==> src/rtl/sd_wr_data_gen_pkg.sv <==
// sd_wr_data_gen_pkg
// Definitions shared by the SD write pattern source and the read-side checker.
// Contents:
//   - per-block word and request counts
//   - one-hot FSM state encodings
//   - the pattern step function, so both sides generate the same data sequence
package sd_wr_data_gen_pkg;

  // Data words carried by one 512-byte sector.
  localparam int WORDS_PER_SEC = 256;

  // Requests the write stage issues per block; the last one is never used.
  localparam int REQ_PER_SEC = 257;

  // One-hot state encodings.
  localparam logic [7:0] ST_IDLE      = 8'b0000_0001;
  localparam logic [7:0] ST_STRB      = 8'b0000_0010;
  localparam logic [7:0] ST_WAIT_BUSY = 8'b0000_0100;
  localparam logic [7:0] ST_XFER      = 8'b0000_1000;
  localparam logic [7:0] ST_CHECK     = 8'b0001_0000;
  localparam logic [7:0] ST_GAP       = 8'b0010_0000;
  localparam logic [7:0] ST_DONE      = 8'b0100_0000;
  localparam logic [7:0] ST_ERR       = 8'b1000_0000;

  // Next pattern word: the sequence advances by a fixed step, mod 2^16.
  function automatic logic [15:0] pattern_step(input logic [15:0] cur,
                                               input logic [15:0] step);
    return cur + step;
  endfunction

endpackage

==> src/rtl/sd_pattern_ctr.sv <==
// sd_pattern_ctr
// 16-bit pattern counter. It loads a start value, or advances by a step.
// The read-side checker reuses it to regenerate the same pattern.
// Ports:
//   clk, rst_n  clock; asynchronous active-low reset (value returns to RST_VAL)
//   load        load load_val; has priority over step_en
//   load_val    value to load
//   step_en     advance value by step
//   step        step size, mod 2^16
//   value       current pattern word
module sd_pattern_ctr
  import sd_wr_data_gen_pkg::*;
#(
  parameter logic [15:0] RST_VAL = 16'h0000
) (
  input  logic        clk,
  input  logic        rst_n,
  input  logic        load,
  input  logic [15:0] load_val,
  input  logic        step_en,
  input  logic [15:0] step,
  output logic [15:0] value
);

  always_ff @(posedge clk or negedge rst_n) begin
    if (!rst_n) begin
      value <= RST_VAL;
    end else if (load) begin
      value <= load_val;
    end else if (step_en) begin
      value <= pattern_step(value, step);
    end
  end

endmodule

==> src/rtl/sd_wr_data_gen.sv <==
// sd_wr_data_gen
// Pattern source for the SD single-block write stage. It writes a run of
// SEC_NUM sectors, starting at sector START_SEC.
// For each sector it:
//   - pulses wr_start_en for two cycles;
//   - serves one word per wr_req;
//   - waits for wr_busy to fall;
//   - checks that at least 256 words were taken.
// Ports:
//   clk_ref_180deg  inverted SD reference clock
//   rst_n           asynchronous active-low reset
//   init_done       SD card initialised (level)
//   start           run request, rising-edge sensitive
//   wr_busy         write stage busy
//   wr_req          write stage requests the next data word
//   wr_start_en     write-start strobe (2 cycles)
//   wr_sec_addr     sector address of the current write
//   wr_data         current data word
//   sec_cnt         sectors completed in this run
//   run_busy        run in progress
//   run_done        run finished OK (sticky until next accepted start)
//   run_err         run aborted (sticky until next accepted start)
//   state           current one-hot FSM state (debug)
//
// Data handshake: a wr_req seen high on a clock edge consumes the word
// presented on wr_data. The next word appears on wr_data after that same
// edge. There is no back-pressure: this block is always ready, and every
// wr_req in XFER is valid. A wr_req outside XFER is ignored.
module sd_wr_data_gen
  import sd_wr_data_gen_pkg::*;
#(
  parameter logic [31:0] START_SEC  = 32'd2000,
  parameter logic [15:0] SEC_NUM    = 16'd4,
  parameter logic [15:0] DATA_INIT  = 16'h0000,
  parameter logic [15:0] DATA_STEP  = 16'h0001,
  parameter logic [7:0]  GAP_CYCLES = 8'd16,
  parameter logic [23:0] TIMEOUT    = 24'hFF_FFFF
) (
  input  logic        clk_ref_180deg,
  input  logic        rst_n,
  input  logic        init_done,
  input  logic        start,
  input  logic        wr_busy,
  input  logic        wr_req,
  output logic        wr_start_en,
  output logic [31:0] wr_sec_addr,
  output logic [15:0] wr_data,
  output logic [15:0] sec_cnt,
  output logic        run_busy,
  output logic        run_done,
  output logic        run_err,
  output logic [7:0]  state
);

  logic        start_q;
  logic        busy_q;
  logic        strb_cnt;
  logic [23:0] tmo_cnt;
  logic [8:0]  req_cnt;
  logic [7:0]  gap_cnt;

  logic        start_acc;
  logic        data_step;
  logic        tmo_hit;
  logic        gap_last;
  logic        words_ok;
  logic [15:0] sec_next;

  assign start_acc = (state == ST_IDLE) && start && !start_q && init_done;
  assign words_ok  = (req_cnt >= 9'(WORDS_PER_SEC));
  // Only the first 256 requests of a block advance the pattern.
  // The write stage's 257th request reads a word that is thrown away.
  assign data_step = (state == ST_XFER) && wr_req && !words_ok;
  assign tmo_hit   = (tmo_cnt == TIMEOUT);
  // Count up to GAP_CYCLES. GAP_CYCLES = 0 still spends one cycle in GAP.
  assign gap_last  = ({1'b0, gap_cnt} + 9'd1) >= {1'b0, GAP_CYCLES};
  assign sec_next  = sec_cnt + 16'd1;

  // wr_data is never reset between sectors. It reloads only when a run is accepted.
  sd_pattern_ctr #(
    .RST_VAL (DATA_INIT)
  ) u_pattern (
    .clk      (clk_ref_180deg),
    .rst_n    (rst_n),
    .load     (start_acc),
    .load_val (DATA_INIT),
    .step_en  (data_step),
    .step     (DATA_STEP),
    .value    (wr_data)
  );

  always_ff @(posedge clk_ref_180deg or negedge rst_n) begin
    if (!rst_n) begin
      state       <= ST_IDLE;
      start_q     <= 1'b0;
      busy_q      <= 1'b0;
      strb_cnt    <= 1'b0;
      tmo_cnt     <= '0;
      req_cnt     <= '0;
      gap_cnt     <= '0;
      wr_start_en <= 1'b0;
      wr_sec_addr <= START_SEC;
      sec_cnt     <= '0;
      run_busy    <= 1'b0;
      run_done    <= 1'b0;
      run_err     <= 1'b0;
    end else begin
      start_q <= start;
      busy_q  <= wr_busy;
      case (state)
        ST_IDLE: begin
          if (start_acc) begin
            run_done    <= 1'b0;
            run_err     <= 1'b0;
            sec_cnt     <= '0;
            wr_sec_addr <= START_SEC;
            run_busy    <= 1'b1;
            if (SEC_NUM == 16'd0) begin
              state <= ST_DONE;
            end else begin
              state       <= ST_STRB;
              wr_start_en <= 1'b1;
              strb_cnt    <= 1'b0;
            end
          end
        end
        // Hold the strobe for two cycles so the clk_ref-domain edge detector sees it.
        ST_STRB: begin
          if (strb_cnt) begin
            wr_start_en <= 1'b0;
            tmo_cnt     <= '0;
            req_cnt     <= '0;
            state       <= ST_WAIT_BUSY;
          end else begin
            strb_cnt <= 1'b1;
          end
        end
        ST_WAIT_BUSY: begin
          if (wr_busy) begin
            tmo_cnt <= '0;
            state   <= ST_XFER;
          end else if (tmo_hit) begin
            state <= ST_ERR;
          end else begin
            tmo_cnt <= tmo_cnt + 24'd1;
          end
        end
        ST_XFER: begin
          if (wr_req && (req_cnt != 9'(REQ_PER_SEC))) begin
            req_cnt <= req_cnt + 9'd1;
          end
          if (busy_q && !wr_busy) begin
            state <= ST_CHECK;
          end else if (wr_req) begin
            tmo_cnt <= '0;
          end else if (tmo_hit) begin
            state <= ST_ERR;
          end else begin
            tmo_cnt <= tmo_cnt + 24'd1;
          end
        end
        ST_CHECK: begin
          if (!words_ok) begin
            state <= ST_ERR;
          end else begin
            sec_cnt     <= sec_next;
            wr_sec_addr <= wr_sec_addr + 32'd1;
            if (sec_next == SEC_NUM) begin
              state <= ST_DONE;
            end else if (!init_done) begin
              state <= ST_ERR;
            end else begin
              gap_cnt <= '0;
              state   <= ST_GAP;
            end
          end
        end
        ST_GAP: begin
          if (gap_last) begin
            if (!init_done) begin
              state <= ST_ERR;
            end else begin
              wr_start_en <= 1'b1;
              strb_cnt    <= 1'b0;
              state       <= ST_STRB;
            end
          end else begin
            gap_cnt <= gap_cnt + 8'd1;
          end
        end
        ST_DONE: begin
          run_done <= 1'b1;
          run_busy <= 1'b0;
          state    <= ST_IDLE;
        end
        ST_ERR: begin
          run_err     <= 1'b1;
          run_busy    <= 1'b0;
          wr_start_en <= 1'b0;
          state       <= ST_IDLE;
        end
        default: begin
          wr_start_en <= 1'b0;
          run_busy    <= 1'b0;
          state       <= ST_IDLE;
        end
      endcase
    end
  end

endmodule
==> config.mk <==
export PLATFORM = sky130hd
export DESIGN_NAME = sd_wr_data_gen
export DESIGN_NICKNAME = d
export VERILOG_FILES = /design/src/rtl/sd_wr_data_gen_pkg.sv /design/src/rtl/sd_pattern_ctr.sv /design/src/rtl/sd_wr_data_gen.sv
export SDC_FILE = /design/constraint.sdc
export NUM_CORES = 1
export LEC_CHECK = 0
export CAP_MARGIN = 30
export CELL_PAD_IN_SITES_DETAIL_PLACEMENT = 1
export CELL_PAD_IN_SITES_GLOBAL_PLACEMENT = 1
export CORE_AREA = 2 2 124 126
export DETAILED_ROUTE_END_ITERATION = 16
export DIE_AREA = 0 0 126 128
export GPL_TIMING_DRIVEN = 0
export PLACE_DENSITY = 0.84
export SLEW_MARGIN = 20
export SYNTH_ARGS = -nofsm -noshare
export SYNTH_HDL_FRONTEND = slang
export SYNTH_SLANG_ARGS = --single-unit
==> constraint.sdc <==
create_clock -name clk_ref_180deg -period 5.35 [get_ports clk_ref_180deg]
set_clock_uncertainty 0.05 [all_clocks]
set_input_delay 1.07 -clock clk_ref_180deg [delete_from_list [all_inputs] [get_ports clk_ref_180deg]]
set_output_delay 1.07 -clock clk_ref_180deg [all_outputs]
set_load 0.005 [all_outputs]
======== After elaboration in Yosys (flattened, before gate mapping) ========
Index checks and enable logic that the tools add are counted.
storage, ports and cells
  register bits ........................... 120
  input port bits ......................... 6
  word-level logic and storage cells ...... 123
operators by class
  $add $sub $neg .......................... 7
  order comparisons ....................... 2
  equality and inequality tests ........... 22
  muxes and demuxes ....................... 46
  bitwise operators ....................... 2
  reduce and logical (&&, ||, !) cells .... 30
operators with widths
  kind                   number
  $mux 24                5
  $mux 8                 15
  $pmux 24 s3            1
  $mux 16                4
  $mux 32                2
  $pmux 32 s2            1
  $pmux 8 s6             1
  $add 16x1->16 const B  2
  $add 32x1->32 const B  1
  $pmux 16 s2            1
  $add 24x1->24 const B  1
  $eq 24x24->1 const B   1
  $mux 9                 2
  $ne 2x2->1 const B     9
  $pmux 9 s2             1
  $eq 16x3->1 const B    1
  $pmux 8 s2             1
  $reduce_bool 2->1      6
  $reduce_and 5->1       2
  $add 8x1->9 const B    1
  $add 9x1->9 const B    1
  $ge 9x5->1 const B     1
  $ge 9x9->1 const B     1
  $ne 9x9->1 const B     1
  24 further kinds       47

======== Logic depth before layout (Yosys ltp) ========
Gate-level depths: netlist (run 1).
  word-level depth ........................ 6
  gate-level depth with buffers ........... 9
  gate-level depth less buffers ........... 8

======== Hierarchy ========
From an unflattened synthesis (run 1), not the netlist that was laid out.
unflattened totals
  cell total of the unflattened synthesis .. 784
  area total of the unflattened synthesis .. 7176.9 sq um
modules (own cells, without submodules)
  module          times used  cells an instance  area each (sq um)  seq. area each (sq um)
  sd_wr_data_gen  1           617                5741.8             2611.3
  sd_pattern_ctr  1           167                1435.1             400.4

======== Worst setup path before layout (run 1) ========
Ideal clock, no wire load.
  kind .................................... input port to flip-flop
  start point ............................. input init_done
  end point ............................... register wr_sec_addr[14]
  setup time .............................. 0.078 ns
  data arrival time ....................... 2.315 ns
  data required time ...................... 5.222 ns
  slack ................................... 2.907 ns
  stages .................................. 7
  path through ............................ and3b_1 and4_1 buf_2 o211ai_1 buf_2 or3_1 a21oi_1
between the ends
  longest elaborated chain between the ends .. 3
ends and longest elaborated chain
  element                     RTL line               text
  from (decl)                 sd_wr_data_gen.sv:41   input logic init_done,
  $logic_and 1x1->1           sd_wr_data_gen.sv:69   assign start_acc = (state == ST_IDLE) && start && !start_q && init_done;
  $ne 2x2->1 (no line)        n/a
  $reduce_and 3->1 (no line)  n/a
  to (signal assigned)        sd_wr_data_gen.sv:167  wr_sec_addr <= wr_sec_addr + 32'd1;
  to (decl)                   sd_wr_data_gen.sv:46   output logic [31:0] wr_sec_addr,
Every way passes these cells.
A chain may end at the register's enable or synchronous reset.

======== Final worst setup path (run 1) ========
  start point ............................. input init_done
  end point ............................... register wr_sec_addr[29]
Same word-level chain as after synthesis.

==> results_dict.tcl, run 1 <==
set metrics [dict create \
    finalHoldViolCount 0 \
    period_needed_ps 3250 \
    stdcell_area_sq_um 8420 \
    relSlewSlack_pct 45.5 \
    cp-start-kind "input port" \
    grt_overflow 0 \
    powerDensity_nw_per_um2 325 \
    synth_nets 749 \
    setup_viol_count_final 0 \
    cap_violations 0 \
    seq_area_frac_synth_pct 45.2 \
    met1_usage_pct 32.5 \
    grt_use_met3_pct 4.13 \
    core_area_sq_um 14900 \
    max-vdd-ir-drop_mv 0.211 \
    antenna_found_initial 0 \
    post-route-period-util_pct 60.8 \
    drive_gt1_share_pct 9.56 \
    grt_use_total_pct 26.3 \
    synth_seq_cells 120 \
    hp-class "flip-flop to flip-flop" \
    routedWlPerCell_um 19.8 \
    drtPass1Iterations 5 \
    worst_skew_pair.late_latency_ps 430 \
    worstPathRequired_ps 5590 \
    ys_types 69 \
    postLayoutCoreUtil_pct 56.6 \
    grt_max_degree 64 \
    n_antenna_cell 0 \
    clkTransAtPathRegs_ps 60 \
    cts_resized 0 \
    cts_sinks 120 \
    std_cell_rows 45 \
    ios 82 \
    cts.hold.buffers_added 0 \
    dpl_cell_area_sq_um 7740 \
    clockBufferDepth 2 \
    synth_warnings 0 \
    synth_area_leader_cell "dfrtp_1" \
    root_buffer "clkbuf_16" \
    p_leak_uw 0.00342 \
    dp_hpwl_um 14100 \
    via_per_inst 6.10 \
    synth_top_area_share_pct 42.4 \
    rrSetupSlack_ps 2580 \
    cts.htree.levels 4 \
    ys.flop_type "dfrtp_1" \
    cp_max_fo 10 \
    initial_core_util_pct 44.9 \
    synth_edf_count 0 \
    end_kind "flip-flop" \
    synth.avg_cell_area_sq_um 9.09 \
    grt_pass1_wl_um 34300 \
    detail-route-antenna-nets 0 \
    crit_arrival_ps 3500 \
    syn_inst 734 \
    io_buffers 81 \
    area_growth_pct 26.2 \
    die_w_um 126 \
    synth_area_sq_um 6670 \
    wl_um 20500 \
    slew_viol_final 0 \
    gp_congestion 0.855 \
    worst_pin_slew_ps 810 \
    die_area_sq_um 16100 \
    num-nets-final 850 \
    synth-async-reset-ratio_pct 100 \
    synthTopCellsByArea "dfrtp_1 42%, o21ai_0 5.6%, nand2_1 4.3%" \
    cts_buffers 17 \
    fmax_mhz 307 \
    outcome "finished clean" \
    path_class "input port to flip-flop" \
    drc 0 \
    die_h_um 128 \
    cts_tree "built" \
    grt-busiest-layer "met2" \
    rsz0062_at_grt "no" \
    postCtsSetupRepairBufs 0 \
    drtIter0Drc 391 \
    use_met2_pct 46.3 \
    grt_pass1_vias 6656 \
    via_count 6310 \
]
[placed cells by master (no fill, tap or decap), types with 6 or more instances in the layout]
cell / Yosys / layout
dfrtp_1: 113 / 113
clkdlybuf4s50_1: 0 / 80
nand2_1: 77 / 77
o21ai_0: 75 / 75
nor2_1: 58 / 58
nand3_1: 53 / 53
a21oi_1: 33 / 33
xor2_1: 27 / 27
nand4_1: 26 / 26
clkbuf_1: 19 / 20
nor3_1: 20 / 20
and3_1: 19 / 19
or3_1: 18 / 18
clkbuf_16: 0 / 17
xnor2_1: 15 / 15
a31oi_1: 14 / 14
o31ai_1: 13 / 13
inv_1: 11 / 11
and4_1: 9 / 9
ha_1: 9 / 9
and2_1: 8 / 8
buf_2: 7 / 7
a211oi_1: 7 / 7
dfstp_2: 7 / 7
nor2b_1: 6 / 6
clkbuf_8: 0 / 6
[flip-flops by register name (all words and copies together) (netlist names)]
signal,cells
state,8
busy_q,1
req_cnt,9
run_busy,1
run_err,1
wr_sec_addr,32
u_pattern.value,16
wr_start_en,1
start_q,1
run_done,1
gap_cnt,8
tmo_cnt,24
strb_cnt,1
sec_cnt,16
[metal layers]
| layer | vias to the layer above | part of all wire [%] | wire, um |
|---|---|---|---|
| met4 | 0 | 2.1 | 437 |
| met1 | 3204 | 43 | 8710 |
| met2 | 167 | 51 | 10500 |
| met3 | 41 | 4.2 | 853 |
| li1 | 2898 | - | - |
| met5 | - | 0 | 0 |
[final timing paths]
kind / cells past startpoint / start / end
max: 7 / init_done / wr_sec_addr[29]$_DFFE_PN0P_
min: 2 / run_err$_DFFE_PN0P_ / run_err$_DFFE_PN0P_
max reg2reg: 8 / state[6]$_DFFE_PN0P_ / sec_cnt[12]$_DFFE_PN0P_
min reg2reg: 2 / run_err$_DFFE_PN0P_ / run_err$_DFFE_PN0P_
max in group asynchronous: 2 / rst_n / tmo_cnt[15]$_DFFE_PN0P_
min in group asynchronous: 1 / rst_n / wr_sec_addr[14]$_DFFE_PN0P_
[layout make-up]
type,instances,area (sq um)
Inverter,11,41.3
Timing Repair Buffer,82,840
Fill cell,1702,6450
Tap cell,188,235
Multi-Input combinational cell,570,3450
Clock buffer,24,512
Sequential cell,120,3010
Clock inverter,7,163
Buffer,33,166
[cell usage after synthesis, types with 11 or more instances]
cell type / instances
a21oi_1: 33
a31oi_1: 14
and3_1: 19
clkbuf_1: 19
dfrtp_1: 113
inv_1: 11
nand2_1: 77
nand3_1: 53
nand4_1: 26
nor2_1: 58
nor3_1: 20
o21ai_0: 75
o31ai_1: 13
or3_1: 18
xnor2_1: 15
xor2_1: 27
[stage by stage]
step / setup TNS (ps) / worst slack [ps] / std cells / hold slack [ps] / power (uW)
after global routing: 0 / 1890 / 1035 / 457 / 2830
after global placement: -184530 / -1630 / 1003 / 405 / 1400
final: 0 / 2100 / 1035 / 422 / 2730
after CTS: 0 / 2090 / 1035 / 424 / 2740
after floorplan: 0 / 2910 / 734 / 388 / 1250
after detailed placement: 0 / 1660 / 1004 / 411 / 1430
[worst max-delay path: stages]
cell and delay, ps:
clkdlybuf4s50_1 620, and3b_1 330, and4_1 210, buf_2 200
clkbuf_1 500, clkbuf_1 450, nor2_1 110
[kinds of logic (layout without fill, tap and decap cells)]
family	after synthesis	after routing	share of synthesized area, %
buf+inv	44	157	3.11
simple gates	336	336	27.6
fa+ha+maj	9	9	1.69
flops	120	120	45.2
xor+xnor	42	42	5.52
mux	2	2	0.319
compound gates	181	181	16.6
[report_power, final]
part           internal (uW)  leakage (uW)  switching (uW)
clock network            898      0.000329             414
logic                    154       0.00150             200
registers                976       0.00159            90.4
Power figures use the tool's default switching activity.
==> run 2, diff against run 1 <==
- CORE_AREA: 2 2 124 126 -> 2 2 128 130
- DIE_AREA: 0 0 126 128 -> 0 0 130 132
- PLACE_DENSITY: 0.84 -> 0.79
- clock period: 5.35 -> 3.3 ns (I/O delays scaled with it)
==> run 2 against run 1 <==
Net effect:
- clock power grew 43%
- critical path depth stayed put
- wire length shrank 0.34%
- critical path type unchanged
==> results_dict.tcl, run 2 (synthesis gave the netlist of run 1 again) <==
set metrics [dict create \
    die_w_um 130 \
    ios 82 \
    dp_slack_ps 106 \
    root_buffer "clkbuf_16" \
    cts_sinks 120 \
    gp_congestion 0.847 \
    max-vdd-ir-drop_mv 0.350 \
    top_regs "wr_sec_addr x32, tmo_cnt x24" \
    fmax_mhz 356 \
    cp_max_fo 10 \
    end_kind "flip-flop" \
    postLayoutSetupSlackWorst_ps 491 \
    crit_arrival_ps 3050 \
    cts.htree.levels 4 \
    relSlewSlack_pct 42.8 \
    clockBufferDepth 2 \
    std_cell_rows 46 \
    drtIter0Drc 347 \
    via_per_inst 5.87 \
    grt_overflow 0 \
    worst_pin_slew_ps 851 \
    outcome "finished clean" \
    finalHoldViolCount 0 \
    p_total_uw 4160 \
    dp_hpwl_um 14500 \
    io_buffers 81 \
    cts_buffers 17 \
    die_h_um 132 \
    powerDensity_nw_per_um2 497 \
    hp-class "input port to asynchronous set/reset pin" \
    p_leak_uw 0.00335 \
    area_growth_pct 25.5 \
    routedWlPerCell_um 19.2 \
    antenna_found_initial 0 \
    cp-start-kind "input port" \
    clkTransAtPathRegs_ps 60 \
    largest-register "wr_sec_addr" \
    grt_pass1_wl_um 34100 \
    drive_gt1_share_pct 9.67 \
    grt_use_total_pct 24.8 \
    path_cells "clkdlybuf4s50_1 > and3b_1 > and4_1 > buf_2 > clkbuf_1 > clkbuf_1 > nor2_1" \
    cts_resized 0 \
    period_needed_ps 2810 \
    cts.hold.buffers_added 0 \
    post-route-period-util_pct 85.1 \
    wl_um 20400 \
    slew_viol_final 0 \
    n_antenna_cell 0 \
    cts_tree "built" \
    num-nets-final 850 \
    postCtsSetupRepairBufs 0 \
    cap_violations 0 \
    rsz0062_at_grt "no" \
    path_buf_inv 4 \
    cpMostUsedCell "clkbuf_1" \
    postLayoutCoreUtil_pct 53.3 \
    slowest_delay_ps 610 \
    grt_max_degree 67 \
    setup_viol_count_final 0 \
    core_area_sq_um 15700 \
    worst_skew_pair.late_latency_ps 430 \
    cpMaxStageDelayCell "clkdlybuf4s50_1" \
    die_area_sq_um 17200 \
    cp_top_family "buffers and inverters" \
    path_class "input port to flip-flop" \
    via_count 6244 \
    final_cell_mix "113 x dfrtp_1, 80 x clkdlybuf4s50_1, 77 x nand2_1" \
    grt_pass1_vias 6674 \
    detail-route-antenna-nets 0 \
    final_common_cell "dfrtp_1" \
    worstPathRequired_ps 3540 \
    drc 0 \
    initial_core_util_pct 42.4 \
    largest_reg_flops 32 \
    drtPass1Iterations 4 \
]
run 2: per-stage QoR:
stage / std cells / setup TNS [ps] / hold slack (ps) / cell area, sq um
after floorplan: 734 / 0 / 314 / 6670
after global routing: 1064 / 0 / 178 / 8370
final: 1064 / 0 / 147 / 8370
after CTS: 1064 / 0 / 165 / 8370
after global placement: 1031 / -381830 / 407 / 7750
after detailed placement: 1032 / 0 / 420 / 7780
run 2: path summary, 6_finish.rpt:
| path | startpoint | end | slack (ps) | cells after the start |
|---|---|---|---|---|
| setup / recovery | init_done | u_pattern.value[2]$_DFFE_PN0P_ | 490 | 7 |
| hold / removal | rst_n | wr_sec_addr[2]$_DFFE_PN0P_ | 150 | 1 |
| setup reg to reg | state[6]$_DFFE_PN0P_ | tmo_cnt[23]$_DFFE_PN0P_ | 590 | 8 |
| hold reg to reg | run_err$_DFFE_PN0P_ | run_err$_DFFE_PN0P_ | 440 | 2 |
| max in group asynchronous | rst_n | state[4]$_DFFE_PN0P_ | 2310 | 2 |
| min in group clk_ref_180deg | run_err$_DFFE_PN0P_ | run_err$_DFFE_PN0P_ | 440 | 2 |
run 2: layer usage:
layer / vias to the layer above / routed length (um) / track usage (%)
li1: 2907 / - / -
met1: 3188 / 9050 / 31.7
met2: 114 / 10300 / 42.2
met3: 35 / 718 / 3.98
met4: 0 / 353 / 8.84
met5: - / 0 / 0
run 2: where the power goes:
part           total, uW  leakage [uW]  internal [uW]  switching [uW]
sequential          1720       0.00159           1580             141
clock               1870      0.000265           1140             736
combinational        568       0.00150            249             319
total               4160       0.00335           2970            1200
run 2: final cells by class:
class / instances / area [sq um]
flip-flops and latches: 120 / 3010
repair buffers: 82 / 840
multi-input cells: 570 / 3450
well taps: 216 / 270
fillers: 1840 / 7340
plain buffers: 33 / 166
inverters: 11 / 41.3
clock buffers: 19 / 443
clock inverters: 13 / 148
==> run 3, diff against run 2 <==
- CORE_AREA: 2 2 128 130 -> 5 5 131 133
- DIE_AREA: 0 0 130 132 -> 0 0 136 138
==> run 3 against run 2 <==
Net effect:
- combinational power up 0.9%
- clock power shrank 6%
- clock-buffer cell count is the same
- fmax grew 0.90%
- worst setup slack improved by 25 ps
- sequential share of layout area up 0.14 points
- critical path depth unchanged
- sequential cell count did not move
- critical path type unchanged
==> results_dict.tcl, run 3 (synthesis gave the netlist of run 1 again) <==
set metrics [dict create \
    outcome "finished clean" \
    drc 0 \
    wl_um 20300 \
    end_kind "flip-flop" \
    cp-start-kind "input port" \
    slew_viol_final 0 \
    root_buffer "clkbuf_16" \
    post-route-period-util_pct 84.4 \
    area_growth_pct 25.0 \
    num-nets-final 850 \
    dp_hpwl_um 14700 \
    grt_overflow 0 \
    setup_viol_count_final 0 \
    worst_skew_pair.late_latency_ps 420 \
    cts_sinks 120 \
    top_layer "met4" \
    initial_core_util_pct 42.4 \
    clkTransAtPathRegs_ps 60 \
    worst_pin_slew_ps 849 \
    gp_congestion 0.836 \
    cts.hold.buffers_added 0 \
    clockBufferDepth 2 \
    fin_cells 1064 \
    detail-route-antenna-nets 0 \
    cts_tree "built" \
    cpMostUsedCell "clkbuf_1" \
    n_antenna_cell 0 \
    postLayoutCoreUtil_pct 53.1 \
    max-vdd-ir-drop_mv 0.383 \
    std_cell_rows 46 \
    route.met3.wl_um 790 \
    crit_arrival_ps 3020 \
    cpMaxStageDelayCell "clkdlybuf4s50_1" \
    dpl.cell_count 1032 \
    hp-class "input port to asynchronous set/reset pin" \
    die_h_um 138 \
    routedWlPerCell_um 19.0 \
    grt_pass1_vias 6599 \
    reg2reg_from "state[7]$_DFFE_PN0P_" \
    startpoint "init_done" \
    cp_top_family "buffers and inverters" \
    via_count 6241 \
    postCtsSetupRepairBufs 0 \
    cp_max_fo 10 \
    path_buf_inv 4 \
    reg2reg_depth 6 \
    grt_use_total_pct 21.9 \
    final_common_cell "dfrtp_1" \
    cts.htree.levels 4 \
    slowest_delay_ps 600 \
    crit_cells 7 \
    ios 82 \
    rrSetupSlack_ps 600 \
    relSlewSlack_pct 42.9 \
    core_area_sq_um 15700 \
    path_cells "clkdlybuf4s50_1 > and3b_1 > and4_1 > buf_2 > clkbuf_1 > clkbuf_1 > nor2_1" \
    final_cell_mix "113 x dfrtp_1, 80 x clkdlybuf4s50_1, 77 x nand2_1" \
    cts_resized 0 \
    io_buffers 81 \
    via_per_inst 5.87 \
    drive_gt1_share_pct 9.79 \
    grt_pass1_wl_um 33800 \
    die_area_sq_um 18800 \
    cp-endpoint "u_pattern.value[3]$_DFFE_PN0P_" \
    antenna_found_initial 0 \
    period_needed_ps 2780 \
    cap_violations 0 \
    drtIter0Drc 297 \
    path_class "input port to flip-flop" \
    largest_reg_flops 32 \
    finalHoldViolCount 0 \
    powerDensity_nw_per_um2 486 \
    wl_met1_um 8940 \
    p_leak_uw 0.00335 \
    worstPathRequired_ps 3540 \
    largest-register "wr_sec_addr" \
    grt_max_degree 68 \
    drtPass1Iterations 7 \
    top_regs "wr_sec_addr x32, tmo_cnt x24" \
    wl_met2_um 10300 \
    cts_buffers 17 \
    fmax_mhz 359 \
    die_w_um 136 \
    r2r-end "u_pattern.value[3]$_DFFE_PN0P_" \
    rsz0062_at_grt "no" \
]
## run 3: power breakdown
| part | switching (uW) | leakage (uW) | internal, uW |
|---|---|---|---|
| combinational | 324 | 0.00150 | 249 |
| sequential | 137 | 0.00159 | 1580 |
| clock | 695 | 0.000262 | 1060 |
## run 3: worst min-delay path by stage
stage	startpoint	end	slack [ps]	depth (start not counted)
floorplan	rst_n	busy_q$_DFF_PN0_	310	0
global placement	run_err$_DFFE_PN0P_	run_err$_DFFE_PN0P_	410	2
detailed placement	tmo_cnt[23]$_DFFE_PN0P_	tmo_cnt[23]$_DFFE_PN0P_	410	1
CTS	rst_n	wr_sec_addr[5]$_DFFE_PN0P_	170	1
global route	rst_n	wr_sec_addr[5]$_DFFE_PN0P_	190	1
finish	rst_n	wr_sec_addr[5]$_DFFE_PN0P_	160	1
## run 3: metal layers
| layer | vias to the layer above | global-route usage (%) |
|---|---|---|
| li1 | 2905 | - |
| met3 | 21 | 3.56 |
| met2 | 135 | 38.1 |
| met4 | 0 | 6.21 |
| met1 | 3180 | 28.1 |
| met5 | - | 0 |
## run 3: area by class of cell
class / count / area (sq um)
Tap cell: 216 / 270
Clock inverter: 13 / 105
Buffer: 33 / 166
Sequential cell: 120 / 3010
Timing Repair Buffer: 82 / 840
Fill cell: 1816 / 7380
Inverter: 11 / 41.3
Clock buffer: 19 / 453
Multi-Input combinational cell: 570 / 3450
## run 3: stage by stage
stage | power (uW) | TNS [ps] | hold WS, ps | worst slack, ps | instance area [sq um]
6_report | 4050 | 0 | 160 | 516 | 8340
5_1_grt | 4240 | 0 | 192 | 356 | 8340
4_1_cts | 4090 | 0 | 172 | 520 | 8340
3_5_place_dp | 2310 | 0 | 413 | 94.0 | 7780
3_3_place_gp | 2280 | -384040 | 407 | -3300 | 7750
2_1_floorplan | 2030 | 0 | 314 | 1130 | 6670
